[src/rtl/vga_scan_ctrl.sv]
// -----------------------------------------------------------------------------
// vga_scan_ctrl
//
// VGA 640x480@60 scan generator and pixel colouriser for the snake display.
// A divide-by-2 pixel enable runs the scan counters at 25 MHz from the
// 50 MHz system clock. The playfield logic sees the scan position on
// x_pos/y_pos and returns a 2-bit pixel class on `snake` for that position.
// This block then registers sync and colour together, so they stay aligned.
//
// Optional feature macro: VGA_GRID_EN
//   Defined   : active "none" pixels on a 16-pixel cell boundary
//               (x_pos[3:0]==0 or y_pos[3:0]==0) are drawn blue (001).
//   Undefined : no grid; "none" pixels are black.
//
// Ports
//   CLK_50M      in   1   system clock, 50 MHz
//   RST          in   1   synchronous reset, active-high
//   x_pos        out  10  horizontal scan count, 0..H_TOTAL-1
//   y_pos        out  10  vertical scan count, 0..V_TOTAL-1
//   snake        in   2   pixel class at x_pos/y_pos: 00 none, 01 head,
//                         10 body, 11 wall
//   apple_x      in   6   apple cell column (16-pixel cells)
//   apple_y      in   6   apple cell row
//   apple_en     in   1   apple visible
//   hsync        out  1   horizontal sync, active-low
//   vsync        out  1   vertical sync, active-low
//   rgb          out  3   {R,G,B} pixel colour
//   frame_start  out  1   one-clock pulse at the start of each frame
//
// Both H_TOTAL and V_TOTAL must be <= 1024 so that they fit the 10-bit counters.
// -----------------------------------------------------------------------------
module vga_scan_ctrl #(
  parameter int H_ACTIVE = 640,
  parameter int H_FP     = 16,
  parameter int H_SYNC   = 96,
  parameter int H_BP     = 48,
  parameter int V_ACTIVE = 480,
  parameter int V_FP     = 10,
  parameter int V_SYNC   = 2,
  parameter int V_BP     = 33
) (
  input  logic       CLK_50M,
  input  logic       RST,
  output logic [9:0] x_pos,
  output logic [9:0] y_pos,
  input  logic [1:0] snake,
  input  logic [5:0] apple_x,
  input  logic [5:0] apple_y,
  input  logic       apple_en,
  output logic       hsync,
  output logic       vsync,
  output logic [2:0] rgb,
  output logic       frame_start
);

  localparam int H_TOTAL = H_ACTIVE + H_FP + H_SYNC + H_BP;
  localparam int V_TOTAL = V_ACTIVE + V_FP + V_SYNC + V_BP;

  localparam logic [9:0] H_LAST   = 10'(H_TOTAL - 1);
  localparam logic [9:0] V_LAST   = 10'(V_TOTAL - 1);
  localparam logic [9:0] H_ACT    = 10'(H_ACTIVE);
  localparam logic [9:0] V_ACT    = 10'(V_ACTIVE);
  localparam logic [9:0] HS_START = 10'(H_ACTIVE + H_FP);
  localparam logic [9:0] HS_END   = 10'(H_ACTIVE + H_FP + H_SYNC - 1);
  localparam logic [9:0] VS_START = 10'(V_ACTIVE + V_FP);
  localparam logic [9:0] VS_END   = 10'(V_ACTIVE + V_FP + V_SYNC - 1);

  logic       pix_en;
  logic [9:0] h_cnt;
  logic [9:0] v_cnt;
  logic       h_wrap;
  logic       v_wrap;

  assign h_wrap = (h_cnt == H_LAST);
  assign v_wrap = (v_cnt == V_LAST);

  // Scan counters. Everything advances only on the pixel-enable cycle.
  always_ff @(posedge CLK_50M) begin
    if (RST) begin
      pix_en <= 1'b0;
      h_cnt  <= '0;
      v_cnt  <= '0;
    end else begin
      pix_en <= ~pix_en;
      if (pix_en) begin
        h_cnt <= h_wrap ? '0 : h_cnt + 10'd1;
        if (h_wrap) begin
          v_cnt <= v_wrap ? '0 : v_cnt + 10'd1;
        end
      end
    end
  end

  // The counters themselves are the registered scan position.
  assign x_pos = h_cnt;
  assign y_pos = v_cnt;

  // Stage-1 decode of the current scan position and the returned pixel class.
  logic       pix_active;
  logic       hs_next;
  logic       vs_next;
  logic       apple_hit;
  logic [2:0] colour;

  always_comb begin
    pix_active = (h_cnt < H_ACT) && (v_cnt < V_ACT);
    hs_next    = !((h_cnt >= HS_START) && (h_cnt <= HS_END));
    vs_next    = !((v_cnt >= VS_START) && (v_cnt <= VS_END));
    apple_hit  = apple_en && (h_cnt[9:4] == apple_x) && (v_cnt[9:4] == apple_y);
    colour     = 3'b000;
    if (pix_active) begin
      // Wall, head and body outrank the apple; the apple outranks the grid.
      case (snake)
        2'b11:   colour = 3'b001;
        2'b01:   colour = 3'b100;
        2'b10:   colour = 3'b010;
        default: begin
          if (apple_hit) begin
            colour = 3'b110;
          end
`ifdef VGA_GRID_EN
          else if ((h_cnt[3:0] == 4'd0) || (v_cnt[3:0] == 4'd0)) begin
            colour = 3'b001;
          end
`endif
        end
      endcase
    end
  end

  // Sync and colour are captured in the same register stage, so they stay
  // aligned one pixel period (2 clocks) behind x_pos/y_pos.
  // frame_start is set one clock early, on the idle half of pixel (0,0). It
  // is therefore high during the enable cycle of that pixel. The counters
  // cannot move on an idle cycle, so that look-ahead is exact.
  always_ff @(posedge CLK_50M) begin
    if (RST) begin
      hsync       <= 1'b1;
      vsync       <= 1'b1;
      rgb         <= 3'b000;
      frame_start <= 1'b0;
    end else begin
      frame_start <= !pix_en && (h_cnt == 10'd0) && (v_cnt == 10'd0);
      if (pix_en) begin
        hsync <= hs_next;
        vsync <= vs_next;
        rgb   <= colour;
      end
    end
  end

endmodule

[config.mk]
export PLATFORM = sky130hd
export DESIGN_NAME = vga_scan_ctrl
export DESIGN_NICKNAME = d
export VERILOG_FILES = /design/src/rtl/vga_scan_ctrl.sv
export SDC_FILE = /design/constraint.sdc
export NUM_CORES = 1
export LEC_CHECK = 0
export CAP_MARGIN = 0
export CORE_MARGIN = 4
export CORE_UTILIZATION = 48
export CTS_CLUSTER_SIZE = 8
export DETAILED_ROUTE_END_ITERATION = 6
export PLACE_DENSITY = 0.89
export SLEW_MARGIN = 10
export SYNTH_ARGS = -nofsm -noshare
export SYNTH_HDL_FRONTEND = slang
export SYNTH_SLANG_ARGS = --single-unit
[constraint.sdc]
create_clock -name CLK_50M -period 2.1 [get_ports CLK_50M]
set_input_delay 0.315 -clock CLK_50M [delete_from_list [all_inputs] [get_ports CLK_50M]]
set_output_delay 0.315 -clock CLK_50M [all_outputs]
set_load 0.1 [all_outputs]
==> run metrics, run 1 <==
status finished, final reports clean; dpl hpwl 2.93 mm; chip width 65.7 um; Initial Utilization 51.1%; ratio of routed vias to standard cells 5.47; CTS max path bufs 2; DIE AREA about 4300 sq um; DRT Wirelength ~3.9 mm; Sequential Area 581 sq um; I/O pins between 40 and 50; CTS Hold Bufs 0; Core Footprint ~3100 sq um; H-tree depth 1; Inserted Diodes 0; area delta synth->final 27.3%; largest net degree at the start of global routing 24; Crit. End Element flip-flop; Placed Instance Area 1990 sq um; syn_area_per_cell ~8.4 sq um; HP Class reg -> reg; top-area cell type share of the netlist area approximately a third; worst-margin pin slew roughly 0.37 ns; via count about 1500; R2R depth 5; crit path time final ~1.9 ns; Final nets between 200 and 250; main area contributors after synthesis dfxtp_1 (34%), xnor2_1 (9.3%), a21oi_1 (4.1%), nand4_1 (3.5%), nor3_1 (3.4%); worst vdd ir approximately 0.22 mV; residual DRC count 0; total power around 920 uW; Post-DRT Antenna Nets 0; most frequent cell after synthesis dfxtp_1; Max-Cap Viols 0; Worst Skew around 0.0085 ns; leakage power roughly 0.73 nW; Setup Viol. Count Final 0; Ys Warns 0; multi-input combinational cell area 956 sq um; placement row count 20; final slew viol count 0; register bit count reported by yosys 27; CP startpoint kind flip-flop; Top FF cell, synth dfxtp_1; die span in y approximately 66 um; CTS buffer count 3; synthesized instance count between 150 and 200; Hold Violations, Final 0; grt ovf 0; clock slew at reported path FFs about 0.16 ns; antenna violations before repair 0; CP peak stage delay about 0.52 ns; Synthesized Nets roughly 210; Mapped Area ~1600 sq um; vias in the first global route 1423; drt wl/cell ~15 um; Port Buffers 42; Post-synth top cells dfxtp_1 (27), xnor2_1 (17), nand2_1 (14), a21oi_1 (13), nor3_1 (11); ratio of final minimum period to clock period approximately 90%; final instance area roughly 2000 sq um; CTS tree built; clk_lat worst skew 0.33 ns; critical path depth 5; clock sink count 27; Root Driver clkbuf_4; CP arrival between 2 and 2.5 ns; first-pass GRT wire length ~6.5 mm; Resize count post-CTS 0; initial DRC count 63; post-synthesis cell type count 43; Pwr Density 451 nW/um^2; Tot GR Track Use a little under a fifth; final-layout fill cell count between 200 and 300; ys async rst share 0%; share of layout cells above drive strength 1 about 28%; hold path cells 2; fmax ~530 MHz; sequential share of the synthesized area about a third; setup TNS 0 ns; # Post-CTS Setup Buffers 0; CP delay by family, top simple AND/OR/NAND/NOR gates; RePlAce Congestion about 0.75; Req. time, crit path approximately 2.4 ns; first-pass iteration count of the detailed router 4; CP bufs+invs 0; CP max FO 13; Post-synth EDFFs 0; Critical Path, Cell by Cell ha_1 > and3_1 > nand4_4 > or4b_1 > a21oi_1; largest area contributor in the netlist dfxtp_1; RSZ-0062 raised after global routing false; relative slew slack about three quarters; Crit-path slowest cell or4b_1; kind of critical path reg -> reg
## stage by stage
step	std cells	utilization [%]	setup WS (ns)	hold WS [ns]
finish	270	65.0	0.202	0.487
global route	270	65.0	0.0624	0.517
CTS	270	64.7	0.170	0.494
detailed placement	266	63.8	0.0652	0.466
global placement	266	63.8	0.101	0.459
floorplan	191	-	0.0408	0.416
## logic make-up (layout without fill, tap and decap cells)
| family | after synthesis | after routing | share of synthesized area [%] |
|---|---|---|---|
| buffers and inverters | 21 | 56 | 6.89 |
| adders and majority gates | 4 | 4 | 3.13 |
| and+or+nand+nor | 87 | 87 | 33.6 |
| DFF | 27 | 27 | 33.8 |
| xor gates and xnor gates | 22 | 22 | 12.1 |
| AOI/OAI and AO/OA | 30 | 30 | 10.5 |
## per-layer routing
layer	GRT usage [%]	wire, um
met4	4.40	25
met3	2.56	252
met2	31.5	1820
met1	25.4	1840
met5	0	0
## where the power goes
part           internal (mW)  leakage, nW  total, mW  switching (mW)
logic                 0.0605        0.486      0.154          0.0937
registers              0.516        0.231      0.524         0.00822
clock network         0.0729       0.0139      0.238           0.165
total                  0.649        0.731      0.916           0.267
## final timing paths
path,slack (ns),endpoint,start
max,0.20,y_pos[6],x_pos[0]
min,0.49,rgb[0],rgb[0]
max reg2reg,0.20,y_pos[6],x_pos[0]
min reg2reg,0.49,rgb[0],rgb[0]
## worst min-delay path, delay by kind of cell, from the launching register on
| kind | cells | cell delay [ns] |
|---|---|---|
| DFF | 1 | 0.35 |
| and+or+nand+nor | 1 | 0.05 |
| AOI/OAI and AO/OA | 1 | 0.07 |
## registers in the layout, summed over array words and instances, names as in the netlist
signal and flops:
frame_start 1, hsync 1, pix_en 1, rgb 3, vsync 1, x_pos 10, y_pos 10
## area by class of cell
type | instances | area share (%)
Multi-Input combinational cell | 143 | 47.0
Clock buffer | 3 | 1.11
Clock inverter | 1 | 0.369
Sequential cell | 27 | 28.6
Tap cell | 44 | 2.71
Inverter | 5 | 0.923
Timing Repair Buffer | 47 | 19.3
## cell usage in the layout (no fill, tap or decap), types with 3 or more instances in the layout
cell type / Yosys / routed
a21oi_1: 13 / 13
xnor2_1: 17 / 17
clkbuf_4: 0 / 3
dfxtp_2: 0 / 14
clkdlybuf4s50_1: 0 / 16
nand2_1: 14 / 14
or4_1: 3 / 3
ha_1: 4 / 4
xor2_1: 5 / 5
and3_1: 3 / 3
dfxtp_4: 0 / 6
dfxtp_1: 27 / 7
nand2b_1: 3 / 3
or4b_1: 4 / 4
nor3_1: 11 / 11
nand3_1: 10 / 10
nand4_1: 9 / 9
nor2_1: 8 / 8
inv_1: 5 / 5
o21ai_0: 10 / 10
buf_4: 1 / 31
No activity file was read; power rests on OpenSTA's default activity.
==> inputs of run 2 (changes only) <==
--- a/config.mk
+++ b/config.mk
@@ -5,12 +5,13 @@
 export SDC_FILE = /design/constraint.sdc
 export NUM_CORES = 1
 export LEC_CHECK = 0
+export ABC_CLOCK_PERIOD_IN_PS = 2100
 export CAP_MARGIN = 0
 export CORE_MARGIN = 4
 export CORE_UTILIZATION = 48
 export CTS_CLUSTER_SIZE = 8
 export DETAILED_ROUTE_END_ITERATION = 6
-export PLACE_DENSITY = 0.89
+export PLACE_DENSITY = 0.8
 export SLEW_MARGIN = 10
 export SYNTH_ARGS = -nofsm -noshare
 export SYNTH_HDL_FRONTEND = slang
==> run metrics, run 2 (synthesis results as in run 1) <==
status finished, final reports clean; Critical Path, Cell by Cell inv_1 > ha_1 > and3b_1 > and2_1 > or4b_1 > a21oi_1; final-layout fill cell count 280 (+11%); R2R depth 6 (+1); met2 Usage GRT 35.3% (+3.8 points); Worst Skew 0.0160 ns (+0.00754 ns); # Post-CTS Setup Buffers 0 (unchanged); CP bufs+invs 1 (+1); CP max FO 7 (-6); CTS tree built; leakage power 0.735 nW (+0.51%); H-tree depth 1 (unchanged); Setup Viol. Count Final 0 (unchanged); final cell count without fillers 270 (unchanged); area delta synth->final 27.1%; hold path cells 2 (unchanged); DRT Wirelength 4.21 mm (+6.9%); first-pass iteration count of the detailed router 4 (unchanged); largest net degree at the start of global routing 24 (unchanged); Post-DRT Antenna Nets 0 (unchanged); via count 1531 (+3.6%); ratio of final minimum period to clock period 89.1% (-1.3 points); worst-margin pin slew 0.361 ns (-0.0120 ns); CP delay by family, top simple AND/OR/NAND/NOR gates; crit path time final 1.87 ns (-0.0267 ns); HP Class reg -> reg; clock slew at reported path FFs 0.16 ns (about the same); Tot GR Track Use 20.5% (+1.7 points); Crit-path slowest cell or4b_1; Initial Utilization 51.1% (unchanged); share of layout cells above drive strength 1 27.9% (unchanged); Resize count post-CTS 0 (unchanged); Inst Count DP 266 (unchanged); clock sink count 27 (unchanged); I/O pins 43 (unchanged); CP arrival 2.17 ns (about the same); drt wl/cell 15.6 um (+6.9%); RSZ-0062 raised after global routing false; worst vdd ir 0.298 mV (+34%); setup TNS 0 ns (unchanged); critical path depth 6 (+1); most frequent cells in the layout buf_4 (31), xnor2_1 (17), clkdlybuf4s50_1 (16), nand2_1 (14), dfxtp_2 (14); most common cell after layout, fill and taps aside buf_4; relative slew slack 75.6% (+0.57 points); Port Buffers 42 (unchanged); grt ovf 0 (unchanged); grt met3 use 3.08% (+0.51 points); CTS max path bufs 2 (unchanged); CP peak stage delay 0.52 ns (about the same); Core Footprint 3130 sq um (unchanged); clk_lat worst skew 0.35 ns (+0.02 ns); Inserted Diodes 0 (unchanged); dpl hpwl 3.02 mm (+3.0%); final slew viol count 0 (unchanged); placement row count 20 (unchanged); Pwr Density 454 nW/um^2 (+0.72%); chip width 65.7 um (unchanged); met1 GRT Util 26.4% (+1.0 points); first-pass GRT wire length 6.96 mm (+6.6%); Hold Violations, Final 0 (unchanged); Req. time, crit path 2.40 ns (+0.04 ns); fmax 534 MHz (+1.4%); die span in y 65.7 um (unchanged); CP startpoint kind flip-flop; Max-Cap Viols 0 (unchanged); residual DRC count 0 (unchanged); antenna violations before repair 0 (unchanged); initial DRC count 56 (-11%); Crit. End Element flip-flop; final instance area 2030 sq um (-0.12%); CTS buffer count 3 (unchanged); CTS Hold Bufs 0 (unchanged); kind of critical path reg -> reg; GRT busiest layer met2; Final nets 248 (unchanged); Placed Instance Area 1990 sq um (unchanged); DIE AREA 4320 sq um (unchanged); Root Driver clkbuf_4; post-layout util 64.9% (-0.080 points); ratio of routed vias to standard cells 5.67 (+3.6%); RePlAce Congestion 0.806 (+7.0%); vias in the first global route 1482 (+4.1%)
-- run 2: layout make-up --
type,count,area [sq um],share of cell area [%]
Tap cell,44,55.1,2.71
Inverter,5,18.8,0.924
Clock inverter,1,5.00,0.246
Sequential cell,27,581,28.6
Timing Repair Buffer,47,393,19.3
Clock buffer,3,22.5,1.11
Multi-Input combinational cell,143,956,47.1
-- run 2: worst paths after layout --
kind / start / to / slack [ns]
min: rgb[0] / rgb[0] / 0.47
max reg2reg: y_pos[0] / y_pos[4] / 0.23
max: y_pos[0] / y_pos[4] / 0.23
min reg2reg: rgb[0] / rgb[0] / 0.47
-- run 2: report_power, final --
part	internal [mW]	switching, mW
clock network	0.0719	0.171
logic	0.0605	0.0937
registers	0.516	0.00871
total	0.648	0.273
-- run 2: per-layer routing --
layer | up-vias | share of wire [%]
met4 | 0 | 1.0
li1 | 755 | -
met1 | 722 | 46
met5 | - | 0
met3 | 4 | 6.5
met2 | 50 | 47
-- run 2: metrics by stage --
stage               worst slack (ns)  total power [mW]  hold slack [ns]
CTS                            0.175             0.920            0.478
finish                         0.229             0.922            0.475
global route                  0.0688             0.948            0.513
floorplan                     0.0408             0.631            0.416
detailed placement            0.0331             0.690            0.448
global placement               0.111             0.687            0.447
-- run 2: worst reg2reg max path, cell delays in order (launching register included) --
cell	delay [ns]
dfxtp_4	0.41
inv_1	0.05
ha_1	0.21
and3b_1	0.26
and2_1	0.23
or4b_1	0.52
a21oi_1	0.15
